$ cat config.mk
export PLATFORM = sky130hd
export DESIGN_NAME = sub_sat_pipe
export DESIGN_NICKNAME = d
export VERILOG_FILES = /design/src/rtl/sub_sat_pipe.sv
export SDC_FILE = /design/constraint.sdc
export NUM_CORES = 1
export LEC_CHECK = 0
export ABC_AREA = 1
export CAP_MARGIN = 25
export CORE_MARGIN = 2
export CORE_UTILIZATION = 35
export DETAILED_ROUTE_END_ITERATION = 8
export GPL_TIMING_DRIVEN = 0
export HOLD_SLACK_MARGIN = 0.05
export PLACE_DENSITY = 0.7
export SLEW_MARGIN = 0
export SYNTH_ARGS = -nofsm -noshare
export SYNTH_HDL_FRONTEND = slang
export SYNTH_SLANG_ARGS = --single-unit
$ cat constraint.sdc
create_clock -name Clk -period 3.1 [get_ports Clk]
set_input_delay 0.465 -clock Clk [delete_from_list [all_inputs] [get_ports Clk]]
set_output_delay 0.465 -clock Clk [all_outputs]
set_load 0.1 [all_outputs]
$ cat src/rtl/sub_sat_pipe.sv
// Pipelined A-B subtractor with per-operation saturate/wrap mode.
// Stage 1 does the arithmetic; the remaining stages carry the result and its flags unchanged.
module sub_sat_pipe #(
  parameter int unsigned DATAWIDTH = 8,
  parameter int unsigned STAGES    = 2,
  parameter bit          SIGNED    = 1'b0
) (
  input  logic                 Clk,
  input  logic                 Rst,
  input  logic                 En,
  input  logic                 InValid,
  input  logic [DATAWIDTH-1:0] A,
  input  logic [DATAWIDTH-1:0] B,
  input  logic                 Sat,
  output logic                 OutValid,
  output logic [DATAWIDTH-1:0] Diff,
  output logic                 Borrow,
  output logic                 Ovf
);

  localparam int unsigned W = DATAWIDTH;

  logic [W:0]   diff_ext;
  logic [W-1:0] wrapped;
  logic         borrow_s1;
  logic         ovf_s1;
  logic [W-1:0] result_s1;
  logic [W-1:0] max_pos;
  logic [W-1:0] max_neg;

  always_comb begin
    // The extra top bit of the zero-extended difference is the unsigned borrow.
    diff_ext  = {1'b0, A} - {1'b0, B};
    wrapped   = diff_ext[W-1:0];
    borrow_s1 = diff_ext[W];
    max_pos   = {1'b0, {(W-1){1'b1}}};
    max_neg   = {1'b1, {(W-1){1'b0}}};
    if (SIGNED) begin
      ovf_s1 = (A[W-1] ^ B[W-1]) & (wrapped[W-1] ^ A[W-1]);
    end else begin
      ovf_s1 = borrow_s1;
    end
    result_s1 = wrapped;
    if (Sat && ovf_s1) begin
      if (!SIGNED) begin
        result_s1 = '0;
      end else if (A[W-1]) begin
        result_s1 = max_neg;
      end else begin
        result_s1 = max_pos;
      end
    end
  end

  logic [STAGES-1:0]        vld_q;
  logic [STAGES-1:0][W-1:0] diff_q;
  logic [STAGES-1:0]        borrow_q;
  logic [STAGES-1:0]        ovf_q;

  // Data registers load only behind a valid bit, so bubbles never disturb the held result.
  always_ff @(posedge Clk) begin
    if (Rst) begin
      vld_q    <= '0;
      diff_q   <= '0;
      borrow_q <= '0;
      ovf_q    <= '0;
    end else if (En) begin
      vld_q[0] <= InValid;
      if (InValid) begin
        diff_q[0]   <= result_s1;
        borrow_q[0] <= borrow_s1;
        ovf_q[0]    <= ovf_s1;
      end
      for (int i = 1; i < STAGES; i++) begin
        vld_q[i] <= vld_q[i-1];
        if (vld_q[i-1]) begin
          diff_q[i]   <= diff_q[i-1];
          borrow_q[i] <= borrow_q[i-1];
          ovf_q[i]    <= ovf_q[i-1];
        end
      end
    end
  end

  // A result is presented only in an enabled cycle; it leaves the last stage on that same edge,
  // so each operation is reported exactly once even across stalls.
  assign OutValid = vld_q[STAGES-1] & En;
  assign Diff     = diff_q[STAGES-1];
  assign Borrow   = borrow_q[STAGES-1];
  assign Ovf      = ovf_q[STAGES-1];

endmodule

# --- Word level (Yosys, flattened, before mapping) ---
# Index checks and enable logic that the tools add are counted.
word_totals:
  regBits: 20
  input_bits: 21
  out_inout_bits: 11
  elab_cells: 11
op_classes:
  add_sub_neg: 1
  n_mux: 1
  bitwise_logic: 1
  reduce_logical: 3
ops:
  columns: ["operator", "n"]
  rows:
  - ["$sub 8x8->9", 1]
  - ["$mux 8", 1]
  - ["$reduce_and 2->1", 2]
  - ["$and 1x1->1", 1]
  - ["$logic_and 1x1->1", 1]

# --- Depth between registers and ports, before layout ---
logic_depth:
  ltp_word: 3
  depth_mapped: 11
  depth_no_buf: 11

# --- Worst setup path before layout ---
# No wires, ideal clock.
synth_timing:
  path_type: "reg2out"
  from: "reg ovf_q[1]"
  to: "out Ovf"
  t_arrival_ns: 1.374
  required_time_ns: 2.635
  path_slack_ns: 1.261
  stages_incl_launch_ff: 2
  path_buffers: 1
  path_cell_list: "dfxtp_1 -> buf_4"
synth_lines:
  columns: ["item", "line_no", "rtl"]
  rows:
  - ["from (decl)", "58", "logic [STAGES-1:0] ovf_q;"]
  - ["from (signal, indexed assignment)", "79", "ovf_q[i] <= ovf_q[i-1];"]
  - ["to (decl)", "18", "output logic Ovf"]
# No word-level cell between the ends.

# --- Worst setup path in the final report ---
layout_timing:
  from: "in En"
  to: "out OutValid"
layout_between:
  elab_chain_len: 1
layout_lines:
  columns: ["item", "line_no", "rtl"]
  rows:
  - ["from (decl)", "10", "input logic En,"]
  - ["$and 1x1->1", "87", "assign OutValid = vld_q[STAGES-1] & En;"]
  - ["to (decl)", "15", "output logic OutValid,"]
# No other way between the ends.

==> qor.csv <==
stage,metric,value,unit
clock_network,worst skew pair latency,0.29,ns
logic_synthesis,syn avg cell area,6.86,sq um
placement,Area after DPL,0.00157,sq mm
placement,Final HPWL DP,1750,um
logic_synthesis,sequential cell area fraction in the yosys report,33.0,%
final_layout,Syn-to-layout area delta,33.8,%
setup_path,Worst EP required,2.63,ns
sta,crit path time final,2.69,ns
setup_path,CP Class,in2out,
clock_network,"Clk pin slew, worst setup/hold paths",0.11,ns
final_layout,Finished Cell Area,0.00162,sq mm
logic_synthesis,Commonest cells post-synth,"nand2_1, inv_1, nor2_1",
final_layout,ANT cells,0,
sta,RSZ-0062 raised after global routing,false,
sta,part of the cycle the worst path needs,86.8,%
clock_network,Clock Sinks,20,
sta,# setup viols final,0,
die,die area,0.00395,sq mm
power_and_ir_drop,Comb power frac,28.5,%
flow_run,Max-Cap Viols,0,
clock_network,postcts setup bufs,0,
logic_synthesis,"FFs w/ async S/R, synth",0,%
sta,Final Hold Viols,0,
global_routing,initial antenna violation count,0,
power_and_ir_drop,Flop pwr share,41.0,%
die,Starting Density,36.4,%
power_and_ir_drop,switching power,0.000197,W
logic_synthesis,synthesized area,0.00121,sq mm
sta,Worst Tran Pin Value,0.968,ns
setup_path,crit path launch type,input port,
final_layout,FILL cells,353,
routing,number of vias per cell,4.37,
die,core outline area,0.00334,sq mm
global_routing,Total Routing Usage GR,11.3,%
final_layout,layout cells sized above 1,9.95,%
die,die height,62.9,um
sta,clk_skew,0.00553,ns
sta,TNS Setup,0,ns
routing,DRT antenna net count,0,
power_and_ir_drop,Internal Power,0.000478,W
hold_path,Tightest Hold Check Type,in2reg,
clock_network,CTS buffer count,3,
sta,fmax,0.372,GHz
power_and_ir_drop,Clk pwr share,30.5,%
power_and_ir_drop,switch share,29.1,%
clock_network,clock buffer depth,2,
placement,Final Wtd Congestion,0.695,
logic_synthesis,library cells used by synthesis,24,
status,status,"complete, no violations",
placement,pre-CTS worst setup slack,0.407,ns
routing,WL final,2060,um
sta,final worst slack,0.410,ns
logic_synthesis,number of synthesized register bits,20,
routing,DRT Pass-1 Iters,4,
setup_path,Crit. End Element,output port,
logic_synthesis,synth warn,0,
setup_path,crit path max fanout,4,
sta,Final Max Tran Viols,0,
final_layout,final design utilization,48.7,%
global_routing,largest net degree at the start of global routing,13,
logic_synthesis,"count leader, synth",nand2_1,
routing,total number of vias,1124,
clock_network,hold-fix buffers at CTS,0,
setup_path,crit path DAT,2.23,ns
clock_network,Root Driver,clkbuf_4,
power_and_ir_drop,VDD IR-drop max,0.000173,V
placement,Port Buffers,30,
power_and_ir_drop,Power Density,416,mW/mm^2
global_routing,total gr overflow,0,
logic_synthesis,ys flop type,dfxtp_1,
logic_synthesis,Synth Net Count,207,
die,boundary pin count,32,
clock_network,CTS tree,built,
global_routing,first-pass GRT wire length,3750,um
placement,cell count after placement,253,
routing,# DRC,0,
logic_synthesis,Post-synth EDFFs,0,
logic_synthesis,Synth top area share,33.0,%
die,row count,21,
clock_network,post_cts resized,0,
routing,DR iter-0 viols,22,
logic_synthesis,Synth area leader,dfxtp_1,
die,Die X,62.9,um
sta,Max transition margin,35.3,%
clock_network,H-tree levels,1,
final_layout,final cell count without fillers,257,
logic_synthesis,Synth area leaders,"dfxtp_1, nand2_1, inv_1",
global_routing,vias in the first global route,957,
logic_synthesis,Syn Inst Count,177,
final_layout,Nets,242,
routing,routed len/inst,8.02,um
power_and_ir_drop,Leak Pwr,0.774,nW
==> cell type report <==
type                    count  area, sq um  area share [%]
inverters                  29          109            6.70
repair buffers             30          300            18.5
clock buffers               3         22.5            1.39
clock inverters             1         30.0            1.85
flip-flops and latches     20          400            24.7
plain buffers              13         83.8            5.16
multi-input cells         115          621            38.2
well taps                  46         57.6            3.54
==> critical path, stage by stage <==
cell             delay, ns
clkdlybuf4s50_1       0.53
nand2_1               0.07
inv_1                 0.05
clkdlybuf4s50_1       1.11
==> metal layers <==
| metal | up-vias | wire [um] | global-route usage [%] |
|---|---|---|---|
| li1 | 619 | - | - |
| met1 | 482 | 961 | 13.6 |
| met2 | 21 | 1010 | 19.8 |
| met3 | 2 | 62 | 1.26 |
| met4 | 0 | 23 | 5.00 |
| met5 | - | 0 | 0 |
==> layout by cell type (no fill, tap or decap) <==
cell type / netlist / routed
nand2_1: 34 / 34
clkdlybuf4s50_1: 0 / 30
inv_1: 28 / 28
nor2_1: 24 / 24
dfxtp_1: 20 / 20
o21ai_0: 13 / 13
a21oi_1: 13 / 13
buf_4: 9 / 9
ha_1: 8 / 8
nand3_1: 7 / 7
clkbuf_1: 3 / 3
clkbuf_4: 0 / 3
nand4_1: 2 / 2
nand3b_1: 2 / 2
or2_2: 2 / 2
a22oi_1: 2 / 2
clkinv_1: 1 / 1
buf_2: 1 / 1
or2_1: 1 / 1
nand2_2: 1 / 1
a21oi_2: 1 / 1
nor2_2: 1 / 1
nand3_2: 1 / 1
nand3_4: 1 / 1
o211ai_1: 1 / 1
fa_1: 1 / 1
bufinv_16: 0 / 1
==> power groups by stage <==
stage	registers [W]	clock network (W)	logic [W]
3_3_place_gp	0.000282	0	0.000191
3_5_place_dp	0.000282	0	0.000193
4_1_cts	0.000277	0.000212	0.000194
2_1_floorplan	0.000285	0	0.000137
6_report	0.000277	0.000206	0.000192
5_1_grt	0.000279	0.000221	0.000214
==> path summary, 6_finish.rpt <==
check	start	endpoint	slack, ns	cells past startpoint
setup / recovery	En	OutValid	0.41	4
hold / removal	Rst	vld_q[0]$_SDFFE_PP0P_	0.41	2
setup reg to reg	vld_q[0]$_SDFFE_PP0P_	Diff[7]$_SDFFE_PP0P_	2.12	4
hold reg to reg	vld_q[0]$_SDFFE_PP0P_	vld_q[0]$_SDFFE_PP0P_	0.47	2
==> stage by stage <==
step	hold WS, ns	total power, W
2_1_floorplan	0.439	0.000422
3_3_place_gp	0.449	0.000473
3_5_place_dp	0.453	0.000476
4_1_cts	0.406	0.000683
5_1_grt	0.411	0.000713
6_report	0.414	0.000675
==> logic make-up (layout without fill, tap and decap cells) <==
group                      Yosys count  count (layout)  share of synthesized area [%]
DFF                                 20              20                           33.0
AOI/OAI and AO/OA                   30              30                           13.3
and+or+nand+nor                     76              76                           27.9
buffers and inverters               42              76                           15.9
adders and majority gates            9               9                           9.90
==> registers in the layout, indices dropped and copies added, names as in the netlist <==
register	cells
Diff	8
borrow_q	1
diff_q	8
ovf_q	1
vld_q	2
Power figures use the tool's default switching activity.
